## src/rtl/sspi_byte_slave.sv

```systemverilog
// SPI mode-0 byte slave: oversamples CS/SCLK/MOSI into the clk domain, assembles
// MOSI bytes with a valid strobe and serialises a supplied byte onto MISO.
`timescale 1ns/1ps
module sspi_byte_slave #(
    parameter int   SYNC_STAGES = 2,
    parameter logic MISO_IDLE   = 1'b0
) (
    input  logic       clk,
    input  logic       reset,
    input  logic       sspi_cs,
    input  logic       sspi_clk,
    input  logic       sspi_mosi,
    output logic       sspi_miso,
    output logic [7:0] rx_data,
    output logic       rx_valid,
    output logic       rx_first,
    output logic       tx_req,
    input  logic [7:0] tx_data,
    output logic       cs_start,
    output logic       cs_end
);

    typedef enum logic {IDLE, ACTIVE} state_t;

    logic [SYNC_STAGES-1:0] r_cs_sync, r_sck_sync, r_mosi_sync;
    logic                   r_cs_d, r_sck_d;
    state_t                 r_state;
    logic [2:0]             r_bit_cnt;
    logic [6:0]             r_rx_sh;
    logic [6:0]             r_tx_sh;
    logic                   r_first;
    logic                   r_miso;
    logic [7:0]             r_rx_data;
    logic                   r_rx_valid, r_rx_first, r_tx_req, r_cs_start, r_cs_end;

    logic       w_cs, w_sck, w_mosi;
    logic       w_cs_fall, w_cs_rise, w_sck_rise;
    logic [7:0] w_rx_next;

    assign w_cs       = r_cs_sync[SYNC_STAGES-1];
    assign w_sck      = r_sck_sync[SYNC_STAGES-1];
    assign w_mosi     = r_mosi_sync[SYNC_STAGES-1];
    assign w_cs_fall  = r_cs_d & ~w_cs;
    assign w_cs_rise  = ~r_cs_d & w_cs;
    assign w_sck_rise = ~r_sck_d & w_sck;
    assign w_rx_next  = {r_rx_sh, w_mosi};

    // Synchronisers reset to the bus idle levels so no false edge follows reset.
    always_ff @(posedge clk) begin
        if (reset) begin
            r_cs_sync   <= '1;
            r_sck_sync  <= '0;
            r_mosi_sync <= '0;
            r_cs_d      <= 1'b1;
            r_sck_d     <= 1'b0;
        end else begin
            r_cs_sync   <= {r_cs_sync[SYNC_STAGES-2:0], sspi_cs};
            r_sck_sync  <= {r_sck_sync[SYNC_STAGES-2:0], sspi_clk};
            r_mosi_sync <= {r_mosi_sync[SYNC_STAGES-2:0], sspi_mosi};
            r_cs_d      <= w_cs;
            r_sck_d     <= w_sck;
        end
    end

    always_ff @(posedge clk) begin
        if (reset) begin
            r_state    <= IDLE;
            r_bit_cnt  <= 3'd0;
            r_rx_sh    <= 7'd0;
            r_tx_sh    <= 7'd0;
            r_first    <= 1'b1;
            r_miso     <= MISO_IDLE;
            r_rx_data  <= 8'd0;
            r_rx_valid <= 1'b0;
            r_rx_first <= 1'b0;
            r_tx_req   <= 1'b0;
            r_cs_start <= 1'b0;
            r_cs_end   <= 1'b0;
        end else begin
            r_rx_valid <= 1'b0;
            r_rx_first <= 1'b0;
            r_tx_req   <= 1'b0;
            r_cs_start <= 1'b0;
            r_cs_end   <= 1'b0;
            case (r_state)
                IDLE: begin
                    r_miso <= MISO_IDLE;
                    if (w_cs_fall) begin
                        r_state    <= ACTIVE;
                        r_cs_start <= 1'b1;
                        r_tx_req   <= 1'b1;
                        r_bit_cnt  <= 3'd0;
                        r_first    <= 1'b1;
                    end
                end
                ACTIVE: begin
                    // tx_data is captured at the end of the cycle tx_req is high
                    if (r_tx_req) begin
                        r_tx_sh <= tx_data[6:0];
                        r_miso  <= tx_data[7];
                    end
                    if (w_sck_rise) begin
                        r_rx_sh   <= w_rx_next[6:0];
                        r_bit_cnt <= r_bit_cnt + 3'd1;
                        if (r_bit_cnt == 3'd7) begin
                            r_rx_data  <= w_rx_next;
                            r_rx_valid <= 1'b1;
                            r_rx_first <= r_first;
                            r_first    <= 1'b0;
                            r_tx_req   <= ~w_cs_rise;
                        end else begin
                            r_miso  <= r_tx_sh[6];
                            r_tx_sh <= {r_tx_sh[5:0], 1'b0};
                        end
                    end
                    if (w_cs_rise) begin
                        r_state  <= IDLE;
                        r_cs_end <= 1'b1;
                        r_miso   <= MISO_IDLE;
                    end
                end
                default: r_state <= IDLE;
            endcase
        end
    end

    assign sspi_miso = r_miso;
    assign rx_data   = r_rx_data;
    assign rx_valid  = r_rx_valid;
    assign rx_first  = r_rx_first;
    assign tx_req    = r_tx_req;
    assign cs_start  = r_cs_start;
    assign cs_end    = r_cs_end;

endmodule

```

## config.mk

```make
export PLATFORM = sky130hd
export DESIGN_NAME = sspi_byte_slave
export DESIGN_NICKNAME = d
export VERILOG_FILES = /design/src/rtl/sspi_byte_slave.sv
export SDC_FILE = /design/constraint.sdc
export NUM_CORES = 1
export LEC_CHECK = 0
export BUFFER_PORTS_ARGS = -buffer_cell sky130_fd_sc_hd__buf_2
export CAP_MARGIN = 10
export CORE_ASPECT_RATIO = 1.2
export CORE_UTILIZATION = 50
export CTS_CLUSTER_DIAMETER = 200
export DETAILED_ROUTE_END_ITERATION = 6
export PLACE_DENSITY = 0.71
export SLEW_MARGIN = 0
export SYNTH_ARGS = -nofsm -noshare
export SYNTH_HDL_FRONTEND = slang
export SYNTH_SLANG_ARGS = --single-unit
```

## constraint.sdc

```tcl
create_clock -name clk -period 2.1 [get_ports clk]
set_clock_uncertainty 0.05 [all_clocks]
set_input_delay 0.21 -clock clk [delete_from_list [all_inputs] [get_ports clk]]
set_output_delay 0.21 -clock clk [all_outputs]
set_load 0.02 [all_outputs]
```

# After elaboration in Yosys (flattened, before gate mapping)
# Cells that the tools add are included.
[totals] reg_bits=41 inputBits=13 out_inout_bits=14 elab_cells=63
[op_classes] addsub=1 n_eq_ne=4 mux=23 n_bitwise=10 n_reduce_logical=8
[ops] op="7-bit 2-to-1 mux" count=3
[ops] op="1-bit 2-to-1 mux" count=13
[ops] op="1-bit case mux with 2 select lines" count=4
[ops] op="1-bit inverter" count=7
[ops] op="3-bit 2-to-1 mux" count=2
[ops] op="3-bit case mux with 2 select lines" count=1
[ops] op="3-bit AND reduction" count=2
[ops] op="2-bit by 1-bit != test with 1-bit output, second input constant" count=2
[ops] op="2-bit AND reduction" count=2
[ops] op="2-bit OR reduction" count=2
[ops] op="4-bit OR reduction" count=1
[ops] op="3-bit by 1-bit adder with 3-bit output, second input constant" count=1
[ops] op="1-bit bitwise AND" count=3
[ops] op="3-bit == test, second input constant" count=1
[ops] op="3-bit OR reduction" count=1
[ops] op="2-bit != test, second input constant" count=1

# Depth between registers and ports, before layout
# Gate-level depths: netlist (run 1).
[logic_depth] ltp_word=6 depth_mapped=6 mapped_depth_nobuf=5

# Least setup slack after synthesis (run 1)
# Ideal clock, no wire load.
[synth_timing] path_type="flip-flop to flip-flop" startpoint="register r_bit_cnt[0]" endpoint="register r_tx_sh[6]" setup_time_ns=0.088 arrival_time_ns=1.579 required_ns=1.962 slack_ns=0.383 path_stages_with_launch=7 path_buffers=1 synth_period_minus_slack_ns=1.717 path_cell_list="dfxtp_1 > ha_1 > ha_1 > or3b_1 > buf_4 > and4b_1 > nor4_2"
[synth_between] elab_chain_len=3
[synth_lines] element="start, declared" line="28" rtl="logic [2:0] r_bit_cnt;"
[synth_lines] element="start signal, assigned" line="104" rtl="r_bit_cnt <= r_bit_cnt + 3'd1;"
[synth_lines] element="3-bit == test" line="105" rtl="if (r_bit_cnt == 3'd7) begin"
[synth_lines] element="7-bit 2-to-1 mux" line="105"
[synth_lines] element="7-bit 2-to-1 mux" line="102" rtl="if (w_sck_rise) begin"
[synth_lines] element="end signal, assigned" line="99" rtl="r_tx_sh <= tx_data[6:0];"
[synth_lines] element="end signal, assigned" line="113" rtl="r_tx_sh <= {r_tx_sh[5:0], 1'b0};"
[synth_lines] element="end, declared" line="30" rtl="logic [6:0] r_tx_sh;"
# Every way passes these cells.
# A chain may end at the register's enable or synchronous reset.

# Final worst setup path (run 1)
[layout_timing] startpoint="register r_bit_cnt[0]" endpoint="register r_tx_sh[1]"
# The elaborated chain is that of the path after synthesis.

==> results of run 1 <==
==> per-stage QoR <==
| step | area, um2 | power (mW) |
|---|---|---|
| floorplan | 1525 | 0.8478 |
| global placement | 1667 | 0.8639 |
| detailed placement | 1667 | 0.8651 |
| CTS | 1762 | 1.387 |
| global route | 1762 | 1.427 |
| finish | 1762 | 1.372 |
==> cell usage after synthesis <==
library cell  count  area, um2
mux2i_1           6      60.06
nor4_2            1      12.51
or3b_1            1      8.760
nand4b_1          1      8.760
and2_1            6      37.54
and4b_1           2      20.02
a2111oi_2         1      15.01
inv_1             1      3.750
buf_2             1      5.000
a211oi_1          1      7.510
ha_1              2      25.02
o2bb2ai_1         5      43.79
a211oi_2          1      12.51
nor3b_1           1      7.510
or3b_2            1      8.760
a21oi_1          20      100.1
and3b_1           1      8.760
clkbuf_1          9      33.78
nand2_1          35      131.4
or2_2             3      18.77
nor4bb_1          1      10.01
buf_4             1      7.510
nor2b_1           6      37.54
nand3_1           3      15.01
nor2_1            6      22.52
nand3b_1          2      15.01
a22o_1            1      8.760
nand2b_1          3      18.77
dfxtp_1          41      820.8
==> area by class of cell <==
type | count | area [um2]
multi-input combinational | 110 | 654.4
timing repair buffer | 29 | 155.1
tap | 34 | 42.54
sequential | 41 | 820.8
clock buffer | 7 | 55.05
clock inverter | 1 | 30.03
fill | 259 | 1076
inverter | 1 | 3.754
==> what timing repair did <==
| item | 4_1_cts | 5_1_grt |
|---|---|---|
| hold buffers | 1 | 0 |
| endpoints found under the hold margin | 1 | 0 |
| resized for setup | 0 | 0 |
==> sequential cells by signal, summed over array words and instances (netlist names) <==
name / count
rx_data: 8
r_rx_sh: 7
r_tx_sh: 7
r_bit_cnt: 3
r_cs_sync: 2
r_mosi_sync: 2
r_sck_sync: 2
cs_end: 1
cs_start: 1
r_cs_d: 1
r_first: 1
r_sck_d: 1
r_state: 1
rx_first: 1
rx_valid: 1
sspi_miso: 1
tx_req: 1
==> critical path: stages (launching register included) <==
cell and delay [ns]:
dfxtp_1 0.34, ha_1 0.20, ha_1 0.21, or3b_1 0.46, buf_4 0.20, mux2i_1 0.16
o2bb2ai_1 0.08
==> metal layers <==
layer / track usage (%) / wire (um)
met5: 0 / 0
met4: 11.84 / 80
met3: 5.109 / 104
met2: 29.91 / 1226
met1: 21.60 / 1140
==> how the worst max path moves through the flow <==
stage	to	slack [ns]	startpoint
3_5_place_dp	r_tx_sh[4]	0.30	r_bit_cnt[0]
2_1_floorplan	r_tx_sh[6]	0.38	r_bit_cnt[0]
5_1_grt	r_tx_sh[1]	0.19	r_bit_cnt[0]
3_3_place_gp	r_tx_sh[2]	0.35	r_bit_cnt[0]
4_1_cts	r_tx_sh[1]	0.28	r_bit_cnt[0]
6_report	r_tx_sh[1]	0.29	r_bit_cnt[0]
==> cell families (layout without fill, tap and decap cells) <==
group                      count (synthesis)  after routing  share of synthesized area, %
and+or+nand+nor                           73             73                         25.02
AOI/OAI and AO/OA                         29             29                         12.31
adders and majority gates                  2              2                         1.640
buffers and inverters                     12             38                         3.281
muxes                                      6              6                         3.938
DFF                                       41             41                         53.81
==> power breakdown <==
part           internal, mW  total [mW]  leakage (nW)  switching (mW)
clock                 0.284       0.524        0.0455           0.239
combinational        0.0257      0.0531         0.351          0.0274
sequential            0.787       0.795         0.332         0.00852
==> flow_summary.ini, run 1 <==
[worst_setup_path]
end_kind = register
worstSetupStartpointType = register
timing.rr.end = r_tx_sh[1]
critPathRequiredTime_ns = 2.30
reg2reg_depth = 6
critPathMaxFanout = 6
r2r-start = r_bit_cnt[0]
regToRegSetupSlack_ns = 0.29
crit_arrival_ns = 2.01
critPathKind = register to register

[sta]
hold_violations = 0
worst_slew_pin_slew_ns = 0.4602
relSlewSlack_pct = 69.16
fmax_ghz = 0.5515
fin_crit_ns = 1.813
finalSetupViolCount = 0
fin_crit_sh_pct = 86.35
rsz0062_at_grt = false
timing.final.ws_setup_ns = 0.2867
holdWs_ns = 0.01192
setup_tns_ns = 0
slew_violations = 0

[worst_hold_path]
hp-class = input port to register
whs_path_depth = 2
min_from = sspi_clk
hold_end = r_sck_sync[0]

[detailed_routing]
ant_nets = 0
route.detailed.drc = 0
viasPerCell = 5.103
dr.pass1.iters = 5
wire_per_inst_um = 11.44
routed_wirelength_mm = 2.552
vias = 1138
drt_iter0_markers = 27

[cts]
cts_tree = built
clock_sinks = 41
clk_pin_slew_ns = 0.11
clock_latency_ns = 0.35
cts_buffer_depth = 2
clock_tree.root_cell = clkbuf_4
cts_made_buffers = 5
h-tree-depth = 2
post_cts_buffers = 0

[global_routing]
grt_pass1_vias = 1069
grt_max_degree = 26
antenna_found_initial = 0
track_usage_pct = 18.84
grt_pass1_wl_mm = 4.533
overflow = 0

[place]
io_buffers = 26
place.gp.congestion = 0.7120
hpwl_mm = 1.702
dp_cells = 214
place_ws_ns = 0.3030

[final_layout]
finalNetCount = 203
final_common_cell = dfxtp_1
most-common-layout-cells = dfxtp_1, nand2_1, buf_2
final_layout_size_suffix_gt1_share_pct = 22.22
diodes = 0
syn_to_final_growth_pct = 15.50
finish.utilization_pct = 62.08
layout.cells.non_filler = 223

[die]
chipHeight_um = 62.50
die_x_um = 52.42
io_pins = 27
die_area_um2 = 3276
core_um2 = 2838
core.rowCount = 21
start_util_pct = 53.75

[synth]
netlist_area_um2 = 1525
yosys_warnings = 0
synth_cell_type_count = 29
syn_area_per_cell_um2 = 9.357
synth-seq-cells = 41
synth_nets = 178
ys_seq_area_share_pct = 53.81
synthCells = 163

[power]
powerDensity_nw_per_um2 = 778.8
p_leak_nw = 0.7281
irDropWorstVdd_mv = 0.5353

[flow_run]
drv_cap = 0

[status]
status = finished clean
(Power assumes the default switching activity.)
==> run 2: changes to the inputs <==
- ABC_AREA: unset -> 1
- PLACE_DENSITY: 0.71 -> 0.7
==> flow_summary.ini, run 2 <==
[die]
io_pins = 27
core_um2 = 2864
start_util_pct = 54.08
core.rowCount = 21
die_x_um = 52.81
die_area_um2 = 3325
chipHeight_um = 62.97

[global_routing]
grt_pass1_wl_mm = 4.995
grt_max_degree = 21
grt_pass1_vias = 1205
antenna_found_initial = 0
track_usage_pct = 20.38
overflow = 0

[sta]
worst_slew_pin_slew_ns = 0.4837
setup_tns_ns = 0
fin_crit_ns = 1.609
timing.final.ws_setup_ns = 0.4913
finalSetupViolCount = 0
rsz0062_at_grt = false
fmax_ghz = 0.6216
slew_violations = 0
holdWs_ns = 0.01294
relSlewSlack_pct = 67.56
fin_crit_sh_pct = 76.61
hold_violations = 0

[cts]
cts_tree = built
clock_tree.root_cell = clkbuf_4
cts_buffer_depth = 2
cts_resized = 0
post_cts_buffers = 0
clock_latency_ns = 0.34
cts_made_buffers = 5
h-tree-depth = 2
clk_pin_slew_ns = 0.10
clock_sinks = 41

[power]
pwr-share-seq_pct = 66.2
pwr-share-comb_pct = 5.1
clkPwrFrac_pct = 28.7
p_leak_nw = 0.7852
powerDensity_nw_per_um2 = 693.1
p_switching_mw = 0.2791
swShare_pct = 23.09
irDropWorstVdd_mv = 0.4557
p_int_mw = 0.9297

[synth]
synth_cell_type_count = 24
ys_async_sr_fraction_pct = 0
synth.most_common_cell = dfxtp_1
synthTopCellsByCount = dfxtp_1, nand2_1, nand3_1
synth_area_leaders = dfxtp_1, nand3_1, nand2_1
yosys_warnings = 0
synth_edf_count = 0
synth-seq-cells = 41
synth_flop_cell = dfxtp_1
synth_top_area_share_pct = 52.99
synth_nets = 205
syn_area_per_cell_um2 = 8.153
synthCells = 190
netlist_area_um2 = 1549
ys_seq_area_share_pct = 52.99
yosys.area.top_type = dfxtp_1

[place]
place.gp.congestion = 0.8063
place_ws_ns = 0.4184
hpwl_mm = 2.079
io_buffers = 26

[detailed_routing]
viasPerCell = 5.124
dr.pass1.iters = 4
wire_per_inst_um = 11.54
drt_iter0_markers = 22
route.detailed.drc = 0
routed_wirelength_mm = 2.897
vias = 1286
ant_nets = 0

[final_layout]
finalNetCount = 233
diodes = 0
finish.utilization_pct = 60.90
most-common-layout-cells = dfxtp_1, nand2_1, nand3_1
final_common_cell = dfxtp_1
largest_reg_flops = 8
syn_to_final_growth_pct = 12.60
final_layout_size_suffix_gt1_share_pct = 21.20
nFillCells = 262

[worst_setup_path]
critPathRequiredTime_ns = 2.34
crit_chain = ha_1 -> ha_1 -> inv_2 -> nand4_1 -> nand3_1 -> nand2_1 -> nor2_1
worstSetupStartpointType = register
crit_arrival_ns = 1.85
critPathMaxFanout = 8
end_kind = register
path_buf_inv = 1
cpMaxStageDelayCell = dfxtp_1
critPathTopFamily = simple AND/OR/NAND/NOR gates
slowest_delay_ns = 0.34
critPathKind = register to register
cp_common_cell = ha_1

[worst_hold_path]
hp-class = input port to register

[status]
status = finished clean

[flow_run]
drv_cap = 0
## run 2: changes by cell type in the layout (fill, tap and decap cells not counted), moves of 3 or more
cell,change
nand3_1,+25
mux2i_1,-6
nor2b_1,-6
inv_2,+4
o21ai_1,+7
o21ai_0,+8
nand2_1,-7
nor2_1,+5
nor2_4,+3
inv_1,+21
nand2b_1,-3
o2bb2ai_1,-5
and2_1,-6
## run 2: routing by layer
| layer | part of all wire, % | vias up | track usage [%] | wire length [um] |
|---|---|---|---|---|
| li1 | - | 668 | - | - |
| met1 | 44 | 588 | 21.53 | 1266 |
| met2 | 50 | 22 | 34.81 | 1444 |
| met3 | 4.1 | 8 | 6.813 | 119 |
| met4 | 2.3 | 0 | 9.868 | 67 |
| met5 | 0 | - | 0 | 0 |
## run 2: cell type report
type	instances	area [um2]	area share, %
Multi-Input combinational cell	116	596.8	34.22
Tap cell	34	42.54	2.439
Sequential cell	41	820.8	47.06
Inverter	27	101.3	5.811
Clock buffer	5	37.54	2.152
Timing Repair Buffer	27	140.1	8.034
Clock inverter	1	5.005	0.2869
## run 2: final timing paths
path,startpoint,end,slack [ns],cells past startpoint
setup / recovery,r_bit_cnt[0],r_tx_sh[6],0.49,7
hold / removal,sspi_mosi,r_mosi_sync[0],0.01,3
setup reg to reg,r_bit_cnt[0],r_tx_sh[6],0.49,7
hold reg to reg,r_sck_sync[0],r_sck_sync[1],0.36,2
## run 2: worst reg2reg max path, stage by stage, from the launching register on
cell and delay [ns]:
dfxtp_1 0.34, ha_1 0.20, ha_1 0.21, inv_2 0.16, nand4_1 0.29, nand3_1 0.16
nand2_1 0.06, nor2_1 0.10
## run 2: cells by family after synthesis
logic type               Yosys count  share of synthesized area (%)
AO/OA/AOI/OAI                     34                          11.31
adder cells (fa/ha/maj)            2                          1.615
buffers and inverters             33                          8.480
flip-flops                        41                          52.99
AND/OR/NAND/NOR                   80                          25.61
## run 2: power groups by stage
stage	sequential, mW	clock (mW)	combinational (mW)
after global placement	0.818	0	0.0592
after global routing	0.802	0.400	0.0714
after detailed placement	0.818	0	0.0609
final	0.800	0.347	0.0618
after CTS	0.800	0.355	0.0626
after floorplan	0.814	0	0.0448
## run 2: per-stage QoR
step | area (um2) | std cells | power [mW]
global route | 1744 | 251 | 1.273
floorplan | 1549 | 190 | 0.8591
finish | 1744 | 251 | 1.209
detailed placement | 1692 | 244 | 0.8788
global placement | 1692 | 244 | 0.8768
CTS | 1744 | 251 | 1.218
## run 2: what timing repair did
| item | CTS | global route |
|---|---|---|
| endpoints found under the hold margin | 1 | 0 |
| hold buffers | 1 | 0 |
| setup endpoints to repair | 0 | 0 |
==> run 3: changes to the inputs <==
- ABC_AREA: 1 -> 0
- PLACE_DENSITY: 0.7 -> 0.71
- clock period: 2.1 -> 1.5 ns (I/O delays scaled with it)
==> flow_summary.ini, run 3 (synthesized netlist as in run 1, its figures left out) <==
[status]
status = finished with violations
failed_checks = negative setup slack

[die]
start_util_pct = 53.75
core.rowCount = 21
die_area_um2 = 3276
die_x_um = 52.42
core_um2 = 2838
chipHeight_um = 62.50
io_pins = 27

[final_layout]
regArea_um2 = 823.3
syn_to_final_growth_pct = 23.63
final_layout_size_suffix_gt1_share_pct = 27.92
finalNetCount = 211
most-common-layout-cells = dfxtp_1, nand2_1, buf_2
multi_input_area_um2 = 709.4
final_common_cell = dfxtp_1
diodes = 0
finish.utilization_pct = 66.45
nFillCells = 242
largest_reg_flops = 8
postLayoutCellArea_um2 = 1886

[sta]
rsz0062_at_grt = true
worst_slew_pin_slew_ns = 0.4044
timing.final.ws_setup_ns = -0.1595
hold_violations = 0
holdWs_ns = 0.09031
relSlewSlack_pct = 73.00
fin_crit_ns = 1.659
setup_tns_ns = -0.9138
finalSetupViolCount = 8
fin_crit_sh_pct = 110.6
slew_violations = 0
fmax_ghz = 0.6026

[place]
placed_area_um2 = 1737
io_buffers = 26
hpwl_mm = 1.914
place.gp.congestion = 0.7746

[power]
irDropWorstVdd_mv = 0.9398
p_leak_nw = 0.7647
powerDensity_nw_per_um2 = 1028
p_total_mw = 1.939

[worst_setup_path]
timing.rr.end = sspi_miso
r2r-start = r_bit_cnt[1]
worstSetupStartpointType = register
crit_arrival_ns = 1.86
critPathMaxFanout = 5
end_kind = register
critPathRequiredTime_ns = 1.71
critPathKind = register to register
reg2reg_depth = 5
regToRegSetupSlack_ns = -0.16

[global_routing]
track_usage_pct = 19.90
grt_max_degree = 24
overflow = 0
grt_pass1_wl_mm = 4.740
antenna_found_initial = 0
grt_pass1_vias = 1091

[worst_hold_path]
whs_path_depth = 2
hp-class = input port to register
hold_end = cs_start
min_from = reset

[detailed_routing]
routed_wirelength_mm = 2.791
wire_per_inst_um = 12.08
vias = 1213
route.detailed.drc = 0
drt_iter0_markers = 38
ant_nets = 0
viasPerCell = 5.251
dr.pass1.iters = 4

[cts]
clk_pin_slew_ns = 0.11
h-tree-depth = 2
clock_latency_ns = 0.35
cts_made_buffers = 5
clock_tree.root_cell = clkbuf_4
cts_tree = built
cts_buffer_depth = 2
post_cts_buffers = 0
clock_sinks = 41

[flow_run]
drv_cap = 0
==> run 3: worst max-delay path by stage <==
stage                 startpoint          to  slack, ns  cells after the start
floorplan           r_bit_cnt[1]  r_tx_sh[6]      -0.04                      6
global placement    r_bit_cnt[1]  r_tx_sh[6]      -0.08                      6
detailed placement  r_bit_cnt[1]  r_tx_sh[6]      -0.14                      6
CTS                 r_bit_cnt[1]  r_tx_sh[6]      -0.17                      6
global route        r_bit_cnt[1]  r_tx_sh[6]      -0.23                      6
finish              r_bit_cnt[1]   sspi_miso      -0.16                      5
==> run 3: routing by layer <==
metal	GRT usage (%)	vias up	part of all wire [%]
li1	-	617	-
met1	22.94	569	45
met2	31.96	22	49
met3	8.029	5	4.2
met4	7.895	0	1.7
met5	0	-	0
==> run 3: critical path: stages (launching register included) <==
cell	delay, ns
dfxtp_2	0.35
ha_4	0.16
ha_4	0.16
or3b_4	0.38
buf_6	0.15
a2111oi_4	0.32
==> run 3: final cells by class <==
cell class,instances,area share [%]
Timing Repair Buffer,37,11.75
Tap cell,34,2.256
Multi-Input combinational cell,110,37.62
Inverter,1,0.1991
Clock buffer,7,2.920
Sequential cell,41,43.66
Clock inverter,1,1.593
==> run 3: power breakdown <==
group          internal, mW  switching [mW]  total [mW]
Combinational        0.0469          0.0456      0.0925
Clock                 0.398           0.336       0.734
Sequential             1.10          0.0110        1.11
Total                  1.55           0.392        1.94
==> run 3: what timing repair did <==
item	4_1_cts	5_1_grt
hold buffers	3	0
endpoints found under the hold margin	3	0
resized for setup	2	3
endpoints found under the setup margin	8	9
pin swaps	2	1
gates cloned	0	1
==> run 3: per-stage QoR <==
step,cells,setup WS [ns]
floorplan,163,-0.04330
detailed placement,219,-0.1393
CTS,230,-0.1669
finish,231,-0.1595
global route,231,-0.2256
global placement,219,-0.08427
